===== src/rtl/muldiv_pkg.sv =====
// Shared types and defaults for the RV32M multiply/divide unit.
// Divider support is controlled by the MULDIV_DIV_EN macro in the files that import this package.
package muldiv_pkg;

  localparam int DEF_DATA_WIDTH          = 32;
  localparam int DEF_REG_FILE_ADDR_WIDTH = 5;

  // Encodings are the RV32M funct3 values.
  typedef enum logic [2:0] {
    OP_MUL    = 3'd0,
    OP_MULH   = 3'd1,
    OP_MULHSU = 3'd2,
    OP_MULHU  = 3'd3,
    OP_DIV    = 3'd4,
    OP_DIVU   = 3'd5,
    OP_REM    = 3'd6,
    OP_REMU   = 3'd7
  } muldiv_op_e;

  typedef enum logic [1:0] {
    ST_IDLE = 2'd0,
    ST_CALC = 2'd1,
    ST_DONE = 2'd2
  } muldiv_state_e;

endpackage


===== src/rtl/muldiv_sign_fix.sv =====
// Operand magnitudes for the unsigned core and sign restoration of its raw results.
// Quotient/remainder handling exists only when MULDIV_DIV_EN is defined.
module muldiv_sign_fix
  import muldiv_pkg::*;
#(
  parameter int DATA_WIDTH = DEF_DATA_WIDTH
) (
  input  muldiv_op_e                i_op,
  input  logic [DATA_WIDTH-1:0]     i_a,
  input  logic [DATA_WIDTH-1:0]     i_b,
  input  logic [2*DATA_WIDTH-1:0]   i_prod,
`ifdef MULDIV_DIV_EN
  input  logic [DATA_WIDTH-1:0]     i_quo,
  input  logic [DATA_WIDTH-1:0]     i_rem,
`endif
  output logic [DATA_WIDTH-1:0]     o_mag_a,
  output logic [DATA_WIDTH-1:0]     o_mag_b,
  output logic [DATA_WIDTH-1:0]     o_result
);

  logic                    w_a_signed;
  logic                    w_b_signed;
  logic                    w_neg_a;
  logic                    w_neg_b;
  logic [2*DATA_WIDTH-1:0] w_prod_fix;

  always_comb begin
    // MUL keeps operands unsigned: the low product half does not depend on signedness.
    w_a_signed = (i_op == OP_MULH) || (i_op == OP_MULHSU) || (i_op == OP_DIV) || (i_op == OP_REM);
    w_b_signed = (i_op == OP_MULH) || (i_op == OP_DIV) || (i_op == OP_REM);
    w_neg_a    = w_a_signed & i_a[DATA_WIDTH-1];
    w_neg_b    = w_b_signed & i_b[DATA_WIDTH-1];
    o_mag_a    = w_neg_a ? -i_a : i_a;
    o_mag_b    = w_neg_b ? -i_b : i_b;
    w_prod_fix = (w_neg_a ^ w_neg_b) ? -i_prod : i_prod;
    case (i_op)
      OP_MUL:                       o_result = w_prod_fix[DATA_WIDTH-1:0];
      OP_MULH, OP_MULHSU, OP_MULHU: o_result = w_prod_fix[2*DATA_WIDTH-1:DATA_WIDTH];
`ifdef MULDIV_DIV_EN
      OP_DIV, OP_DIVU:              o_result = (w_neg_a ^ w_neg_b) ? -i_quo : i_quo;
      default:                      o_result = w_neg_a ? -i_rem : i_rem;
`else
      default:                      o_result = '0;
`endif
    endcase
  end

endmodule


===== src/rtl/muldiv_unit.sv =====
// Iterative RV32M multiply/divide unit: radix-2 shift-add multiply, restoring divide.
// Define MULDIV_DIV_EN to build the divider; otherwise ops 4-7 complete immediately with result 0.
module muldiv_unit
  import muldiv_pkg::*;
#(
  parameter int DATA_WIDTH          = DEF_DATA_WIDTH,
  parameter int REG_FILE_ADDR_WIDTH = DEF_REG_FILE_ADDR_WIDTH
) (
  input  logic                           clk,
  input  logic                           rst_n,
  input  logic                           start,
  input  logic [2:0]                     op,
  input  logic [DATA_WIDTH-1:0]          rs1_data,
  input  logic [DATA_WIDTH-1:0]          rs2_data,
  input  logic [REG_FILE_ADDR_WIDTH-1:0] rd_addr,
  output logic                           busy,
  output logic                           done,
  output logic [DATA_WIDTH-1:0]          result,
  output logic [REG_FILE_ADDR_WIDTH-1:0] wb_addr,
  output logic                           wb_we,
  output muldiv_state_e                  dbg_state
);

  localparam int              CW   = $clog2(DATA_WIDTH + 1);
  localparam logic [CW-1:0]   LAST = CW'(DATA_WIDTH);

  muldiv_state_e                  r_state, w_next;
  muldiv_op_e                     r_op, w_sf_op;
  logic [DATA_WIDTH-1:0]          r_a, r_b, w_sf_a, w_sf_b;
  logic [DATA_WIDTH-1:0]          w_mag_a, w_mag_b, w_fixed, w_fast_result, w_addend;
  logic [REG_FILE_ADDR_WIDTH-1:0] r_rd, r_wb_addr;
  logic [DATA_WIDTH-1:0]          r_result;
  logic [CW-1:0]                  r_cnt;
  logic [2*DATA_WIDTH-1:0]        r_acc, w_acc_next;
  logic [DATA_WIDTH:0]            w_sum;
  logic                           w_accept, w_finish, w_fast, w_take_fast;

  // Before acceptance the sign stage sees the live inputs so the accumulator loads magnitudes at E0.
  assign w_sf_op = (r_state == ST_IDLE) ? muldiv_op_e'(op) : r_op;
  assign w_sf_a  = (r_state == ST_IDLE) ? rs1_data : r_a;
  assign w_sf_b  = (r_state == ST_IDLE) ? rs2_data : r_b;

  muldiv_sign_fix #(.DATA_WIDTH(DATA_WIDTH)) u_sign_fix (
    .i_op     (w_sf_op),
    .i_a      (w_sf_a),
    .i_b      (w_sf_b),
    .i_prod   (r_acc),
`ifdef MULDIV_DIV_EN
    .i_quo    (r_acc[DATA_WIDTH-1:0]),
    .i_rem    (r_acc[2*DATA_WIDTH-1:DATA_WIDTH]),
`endif
    .o_mag_a  (w_mag_a),
    .o_mag_b  (w_mag_b),
    .o_result (w_fixed)
  );

`ifdef MULDIV_DIV_EN
  localparam logic [DATA_WIDTH-1:0] MOST_NEG = {1'b1, {(DATA_WIDTH-1){1'b0}}};
  logic                  w_div_zero, w_ovf;
  logic [2*DATA_WIDTH:0] w_shift;
  logic [DATA_WIDTH-1:0] w_diff;

  always_comb begin
    w_div_zero = r_op[2] && (r_b == '0);
    w_ovf      = ((r_op == OP_DIV) || (r_op == OP_REM)) && (r_a == MOST_NEG) && (&r_b);
    w_fast     = w_div_zero || w_ovf;
    // op[1] distinguishes REM/REMU from DIV/DIVU.
    if (w_div_zero) w_fast_result = r_op[1] ? r_a : '1;
    else            w_fast_result = r_op[1] ? '0 : r_a;
  end
`else
  assign w_fast        = r_op[2];
  assign w_fast_result = '0;
`endif

  assign w_take_fast = (r_cnt == '0) && w_fast;

  always_comb begin
    w_addend   = r_acc[0] ? w_mag_a : '0;
    w_sum      = {1'b0, r_acc[2*DATA_WIDTH-1:DATA_WIDTH]} + {1'b0, w_addend};
    w_acc_next = {w_sum, r_acc[DATA_WIDTH-1:1]};
`ifdef MULDIV_DIV_EN
    // Partial remainder stays below the divisor, so the shifted top half never needs more than W+1 bits.
    w_shift = {r_acc, 1'b0};
    w_diff  = w_shift[2*DATA_WIDTH-1:DATA_WIDTH] - w_mag_b;
    if (r_op[2]) begin
      if (w_shift[2*DATA_WIDTH:DATA_WIDTH] >= {1'b0, w_mag_b})
        w_acc_next = {w_diff, w_shift[DATA_WIDTH-1:1], 1'b1};
      else
        w_acc_next = w_shift[2*DATA_WIDTH-1:0];
    end
`endif
  end

  always_ff @(posedge clk or negedge rst_n) begin
    if (!rst_n) r_state <= ST_IDLE;
    else        r_state <= w_next;
  end

  always_comb begin
    w_next   = r_state;
    w_accept = 1'b0;
    w_finish = 1'b0;
    case (r_state)
      ST_IDLE: if (start) begin
        w_next   = ST_CALC;
        w_accept = 1'b1;
      end
      ST_CALC: if (w_take_fast || (r_cnt == LAST)) begin
        w_next   = ST_DONE;
        w_finish = 1'b1;
      end
      ST_DONE: w_next = ST_IDLE;
      default: w_next = ST_IDLE;
    endcase
  end

  always_ff @(posedge clk or negedge rst_n) begin
    if (!rst_n) begin
      r_op      <= OP_MUL;
      r_a       <= '0;
      r_b       <= '0;
      r_rd      <= '0;
      r_cnt     <= '0;
      r_acc     <= '0;
      r_result  <= '0;
      r_wb_addr <= '0;
    end else begin
      if (w_accept) begin
        r_op  <= muldiv_op_e'(op);
        r_a   <= rs1_data;
        r_b   <= rs2_data;
        r_rd  <= rd_addr;
        r_cnt <= '0;
`ifdef MULDIV_DIV_EN
        r_acc <= {{DATA_WIDTH{1'b0}}, (op[2] ? w_mag_a : w_mag_b)};
`else
        r_acc <= {{DATA_WIDTH{1'b0}}, w_mag_b};
`endif
      end else if ((r_state == ST_CALC) && !w_finish) begin
        r_cnt <= r_cnt + 1'b1;
        r_acc <= w_acc_next;
      end
      if (w_finish) begin
        r_result  <= w_take_fast ? w_fast_result : w_fixed;
        r_wb_addr <= r_rd;
      end
    end
  end

  assign busy      = (r_state != ST_IDLE);
  assign done      = (r_state == ST_DONE);
  assign result    = r_result;
  assign wb_addr   = r_wb_addr;
  assign dbg_state = r_state;
`ifdef MULDIV_DIV_EN
  assign wb_we = done && (r_wb_addr != '0);
`else
  assign wb_we = done && (r_wb_addr != '0) && !r_op[2];
`endif

endmodule

===== config.mk =====
export PLATFORM = sky130hd
export DESIGN_NAME = muldiv_unit
export DESIGN_NICKNAME = d
export VERILOG_FILES = /design/src/rtl/muldiv_pkg.sv /design/src/rtl/muldiv_sign_fix.sv /design/src/rtl/muldiv_unit.sv
export SDC_FILE = /design/constraint.sdc
export NUM_CORES = 1
export LEC_CHECK = 0
export BUFFER_PORTS_ARGS = -buffer_cell sky130_fd_sc_hd__buf_2
export CORE_MARGIN = 10
export CORE_UTILIZATION = 40
export CTS_BUF_LIST = sky130_fd_sc_hd__clkbuf_4 sky130_fd_sc_hd__clkbuf_8
export CTS_CLUSTER_DIAMETER = 200
export DETAILED_ROUTE_END_ITERATION = 16
export GPL_ROUTABILITY_DRIVEN = 0
export GPL_TIMING_DRIVEN = 0
export PLACE_DENSITY = 0.61
export SYNTH_ARGS = -nofsm -noshare
export SYNTH_HDL_FRONTEND = slang
export SYNTH_SLANG_ARGS = --single-unit

===== constraint.sdc =====
create_clock -name clk -period 5.2 [get_ports clk]
set_input_delay 0 -clock clk [delete_from_list [all_inputs] [get_ports clk]]
set_output_delay 0 -clock clk [all_outputs]
set_load 0.01 [all_outputs]

After elaboration in Yosys (flattened, before gate mapping)
Index checks and enable logic that the tools add are counted.
W data, S select, Z words.

word-level totals
  word-level logic and storage cells = 67
  register bits = 181
  output and inout bits = 42
  input bits = 75

operators by class
  add/sub/neg operators = 5
  equality and inequality tests = 10
  bitwise logic cells = 3
  muxes and demuxes = 20
  reduce and logical (&&, ||, !) cells = 20

operators with widths
  operator               count
  $mux W32               6
  $mux W64               3
  $neg A32 Y32           2
  $neg A64 Y64           1
  $pmux W32 S2           1
  $add A32 B32 Y33       1
  $mux W6                2
  $add A6 B1 Y6 const B  1
  $eq A3 B2 Y1 const B   2
  $eq A3 B3 Y1 const B   2
  $eq A6 B6 Y1 const B   1
  $logic_not A6 Y1       1
  $logic_or A1 B1 Y1     6
  $reduce_bool A5 Y1     1
  $logic_and A1 B1 Y1    4
  $mux W1                4
  $mux W2                2
  $ne A2 B2 Y1 const B   2
  $pmux W2 S2            1
  $reduce_bool A2 Y1     2
  $eq A3 B1 Y1 const B   1
  $logic_not A3 Y1       1
  $mux W3                1
  $reduce_or A3 Y1       1
  other kinds (7)        9

Depth between registers and ports, before layout
  depth in word-level cells = 12
  mapped depth = 24
  depth with buffers taken out = 18

By module
Synthesis repeated with hierarchy kept, for this count alone.

second synthesis, totals
  cells, all modules = 1532
  area total of the unflattened synthesis = 12472.0 um^2

by module, submodules not included
  module           times used  area an instance (um^2)  cells an instance  sequential area each (um^2)
  muldiv_unit      1           9768.1                   1091               4529.3
  muldiv_sign_fix  1           2703.8                   441                0.0

Least setup slack after synthesis
Ideal clock, no wire load.

  path type = reg2reg
  start point = register r_state[1], in the netlist dbg_state[1]
  end point = register r_acc[62]
  buffers on the path = 6
  path slack = -0.011 ns
  cell stages (with the launch flop) = 25
  required time = 5.065 ns
  setup time = 0.135 ns
  clock period less this slack = 5.211 ns
  arrival time = 5.076 ns
  cells stage by stage = dfrtp_1 nor2_1 buf_2 buf_2 buf_1 buf_1 buf_2 mux2i_1 ha_1 and3_1 o2111a_1 and2_1 a21oi_1 xor2_1 nor2_1 ha_1 clkbuf_1 nand2_1 o21ai_0 a211oi_1 o31ai_1 a31oi_1 o31ai_1 mux2i_1 o22ai_1

between the ends
  cells in the longest elaborated chain, start to end = 12
  elaborated cells on any way between the ends = 23
  those cells by class = add/sub: 2; eq/ne: 5; mux: 8; bitwise: 1; reduce/logical: 7

RTL lines
  item                                                       line                text
  start: declaration                                         muldiv_unit.sv:27   muldiv_state_e r_state, w_next;
  start signal: assignment                                   muldiv_unit.sv:97   else r_state <= w_next;
  branches (longest 12 deep; another with $add A32 B32 Y33)  n/a
  end signal: assignment                                     muldiv_unit.sv:138  r_acc <= {{DATA_WIDTH{1'b0}}, w_mag_b};
  end signal: assignment                                     muldiv_unit.sv:142  r_acc <= w_acc_next;
  end: declaration                                           muldiv_unit.sv:34   logic [2*DATA_WIDTH-1:0] r_acc, w_acc_next;

Several ways; the timed one is not identified. The select of a mux whose other input is x is not followed.
A chain may end at the register's enable or synchronous reset.

Worst setup path after layout
  start point = register r_state[1], in the netlist dbg_state[1]
  end point = register r_acc[59]

The elaborated chain is that of the path after synthesis.

==> results <==
- For this block, the initial DRC count from the detailed router was 1,207.
- The maximum number of pins on one net before global-route repair is 66.
- The synthesized netlist occupies a cell area of 12,500 um^2.
- In this run the standard cell core region covers 30,700 um^2.
- The capturing element type of the critical path is a flop.
- Across all register-to-register paths, the minimum setup slack is 160 ps.
- The clock insertion delay at the later pin of the skew report is 500 ps.
- The most used flip-flop cell after synthesis is dfrtp_1.
- After the last flow step, the layout net total stands at 1,919.
- After technology mapping, the gate count stands at 1,596.
- The TritonCTS clock tree is done.
- The type of the most critical hold path is primary input to async pin.
- The number of port buffers is 115.
- The number of synthesized register bits is 180.
- The number of placed instances with taps included is 2,109.
- Counting stages on the worst path, the most repeated cell is buf_6.
- After clock tree synthesis, the clock-pin slew on the worst setup and hold paths is 110 ps.
- The area enclosed by the die boundary is 38,700 um^2.
- The number of flops mapped to enable cells by yosys is 0.
- Sequential elements use 36.1% of the synthesized area.
- The final antenna-violating net count is 0.
- The final worst hold slack is -11.7 ps.
- Across the VDD grid, the largest voltage drop is 0.242 mV.
- From left edge to right edge, the die measures 197 um.
- The instance area at placement is 13,600 um^2.
- The highest clock rate is 198 MHz.
- The global-route total usage across every layer is 22.6%.
- The area growth from synthesis to layout is 20.0%.
- The signal on the critical path passes through nor2_2 > buf_6 > buf_6 > buf_6 > buf_12 > mux2i_4 > ha_1 > and3_1 > o2111a_2 > nand4b_1 > o21ai_1 > xnor2_1 > nor2_1 > ha_2 > nand3_1 > or3_1 > o21ai_0 > a21oi_4 > and3_1 > or3_1.
- The power per unit of standard cell area is 720 nW/um^2.
- The type of the setup path with the least slack is flop to flop.
- The I/O pin total is 117.
- The multi-input combinational cells in the finished layout cover a total of 7660 um^2.
- Before antenna repair, the detailed router went through 7 iterations.
- The tool flagged a number of max-cap violations equal to 0.
- In the final layout, the share of cells above drive strength 1 is 11.8%.
- Data on the critical path arrives at its endpoint at 5430 ps.
- Clock tree synthesis found a total of 180 sinks.
- Measured in cells, the most critical reg-to-reg path has a length of 20.
- The number of cell rows is 64.
- Yosys mapped the design onto 70 distinct sky130hd cell types.
- The detail-routed via count per cell is 5.66.
- The clock buffer count from CTS is 17.
- The routed design has 44,600 um of wire.
- The initial antenna violation count came to 0.
- In this run the worst path has a maximum fanout of 19.
- The final-report max-slew violation count is 0.
- The average routed wire per standard cell is 20.1 um.
- The total congestion overflow after global routing is 0.
- Once the floorplan was initialized, standard cells occupied 40.7% of the core.
- The final reports fail on hold timing.
- Fill cells in the final layout number 2,999.
- Setup violations remaining at the end of the flow were counted as 0.
- The worst path needs 5040 ps of the cycle, external delays included.
- Once layout is done, the placed cells without fillers occupy 15,000 um^2.
- Clock tree synthesis selected as its root buffer the cell clkbuf_8.
- Detailed placement ended at an HPWL of 34,300 um.
- After synthesis, the mean cell area works out to 7.83 um^2.
- The reg-to-reg critical path startpoint is dbg_state[1]$_DFFE_PN0P_.
- The final count of hold timing violations is 12.
- The peak per-stage delay on the critical path is 470 ps.
- The analysis attributes to cell leakage a power of 6.75 nW.
- The slowest library cell on the worst path is dfrtp_2.
- For the pin with the worst max-slew slack, the measured transition is 832 ps.
- The routed layout has 12,546 vias.
- The final critical-path share of the clock period is 96.9%.
- For this run, the number of standard cells in the final layout without fillers is 2,215.
- Between clock sinks in the finished design, the worst skew comes to 14.4 ps.
- The cell family contributing the most delay on the critical path is simple AND/OR/NAND/NOR gates.
- Measured against its own limit, the worst slew margin works out to 44.6%.
- The run finished, with violations left.
- After detailed routing, the number of remaining DRC violations is 0.
- Counting both buffers and inverters, the worst setup path holds a total of 4.
- 0 antenna diodes ended up in the layout.
- The area used by sequential logic in the layout is 4510 um^2.
- The worst-case clock buffer depth is 2.
- Counting every net in the synthesized netlist gives 1,709.
- STA puts the critical path data required time at 5580 ps.
- The first-pass GRT wire length is 69,800 um.
- STA classifies the critical path startpoint as a flop.
- The number of global-route vias before repair came to 11,946.
- The clock tree synthesis step divided the H-tree into 4 levels.
- The worst register-to-register path ends at r_acc[59]$_DFFE_PN0P_.
- The vertical extent of the die is 197 um.
- The number of warnings issued by yosys is 0.
- For this run, asynchronously set or reset flops after synthesis account for 100%.
metal layers:
layer	global-route usage, %	vias up	share of wire, %	routed length [um]
met1	32.4	5982	47	21000
met3	3.92	55	6.7	2990
met5	0	-	0	0
met4	5.92	0	2.0	883
li1	-	5998	-	-
met2	34.5	511	44	19700
cell families (layout without fill, tap and decap cells):
family / count (synthesis) / after routing / share of synthesized area (%)
AO/OA/AOI/OAI: 359 / 359 / 17.9
XOR/XNOR: 120 / 120 / 8.41
adder cells (fa/ha/maj): 38 / 38 / 3.87
buffers and inverters: 125 / 348 / 3.86
flip-flops: 180 / 180 / 36.1
multiplexers: 45 / 45 / 3.62
AND/OR/NAND/NOR: 729 / 729 / 26.3
synth_stat cells (3+ instances only):
| library cell | instances | area, um^2 |
|---|---|---|
| o211ai_1 | 19 | 143 |
| nand3_1 | 39 | 195 |
| mux2i_1 | 44 | 440 |
| nor4_1 | 14 | 87.6 |
| nor2b_1 | 11 | 68.8 |
| dfrtp_1 | 180 | 4500 |
| buf_2 | 10 | 50.1 |
| nand4b_1 | 5 | 43.8 |
| or3_1 | 26 | 163 |
| nand2_1 | 368 | 1380 |
| o21a_1 | 11 | 82.6 |
| nor2_1 | 141 | 529 |
| or2_2 | 3 | 18.8 |
| inv_1 | 32 | 120 |
| o2111a_1 | 3 | 33.8 |
| o21ai_0 | 88 | 440 |
| xor2_1 | 57 | 499 |
| a21oi_1 | 104 | 521 |
| xnor2_1 | 63 | 552 |
| or4_1 | 9 | 67.6 |
| o21bai_1 | 3 | 22.5 |
| clkbuf_1 | 74 | 278 |
| a22oi_1 | 9 | 67.6 |
| o31ai_1 | 22 | 165 |
| and2_1 | 10 | 62.6 |
| nand4_1 | 11 | 68.8 |
| a21o_1 | 12 | 90.1 |
| nand2b_1 | 6 | 37.5 |
| and3_1 | 15 | 93.8 |
| buf_1 | 8 | 30.0 |
| ha_1 | 37 | 463 |
| a211oi_1 | 8 | 60.1 |
| a41oi_1 | 7 | 61.3 |
| a31oi_1 | 40 | 250 |
| o221ai_1 | 7 | 61.3 |
| nor3_1 | 54 | 270 |
flip-flops by register name, indices dropped and copies added, names as in the netlist, 3 cells and up:
| register | cells |
|---|---|
| r_cnt | 6 |
| r_acc | 64 |
| wb_addr | 5 |
| r_rd | 5 |
| r_b | 31 |
| result | 32 |
| r_op | 3 |
| r_a | 32 |
repair_timing:
action                                  in CTS  in global routing
setup buffers                                6                  1
endpoints found under the setup margin      26                 13
pin swaps                                    3                  2
hold buffers                                74                  0
resized for setup                           30                 26
endpoints found under the hold margin      219                  0
power by group:
group	internal, mW	switching (mW)	leakage (nW)
clock network	0.363	0.642	0.195
logic	2.61	4.30	4.28
registers	2.07	0.806	2.27
cell usage in the layout, fill, tap and decap left out, types with 42 or more instances in the layout:
cell type and n:
nand2_1 368, dfrtp_1 178, nor2_1 138, buf_2 120
a21oi_1 100, o21ai_0 82, dlygate4sd3_1 74, clkbuf_1 66
xnor2_1 63, xor2_1 57, nor3_1 53, mux2i_1 42
cell type report:
type                       count  area share [%]
buffer                        85            2.48
clock buffer                  17            1.56
clock inverter                15            1.11
inverter                      33           0.826
multi-input combinational   1291            51.1
sequential                   180            30.1
tap                          396            3.30
timing repair buffer         198            9.56
metrics by stage:
step | power (mW) | worst slack, ps | util (%) | TNS (ps)
floorplan | 7.32 | 122 | - | 0
global route | 11.6 | -1.75 | 48.9 | -1.75
detailed placement | 9.44 | -1660 | 44.4 | -25280
global placement | 9.33 | -1690 | 44.2 | -25950
CTS | 10.6 | 3.50 | 48.6 | 0
finish | 10.8 | 159 | 48.9 | 0
worst max-delay path by stage:
stage / from / to / slack (ps) / depth (start not counted)
3_5_place_dp: dbg_state[1]$_DFFE_PN0P_ / r_acc[62]$_DFFE_PN0P_ / -1660 / 22
3_3_place_gp: dbg_state[1]$_DFFE_PN0P_ / r_acc[62]$_DFFE_PN0P_ / -1690 / 22
2_1_floorplan: dbg_state[1]$_DFFE_PN0P_ / r_acc[62]$_DFFE_PN0P_ / 120 / 24
5_1_grt: dbg_state[1]$_DFFE_PN0P_ / r_acc[59]$_DFFE_PN0P_ / -2 / 19
4_1_cts: dbg_state[1]$_DFFE_PN0P_ / r_acc[62]$_DFFE_PN0P_ / 4 / 23
6_report: dbg_state[1]$_DFFE_PN0P_ / r_acc[59]$_DFFE_PN0P_ / 160 / 20
(Power assumes the default switching activity.)
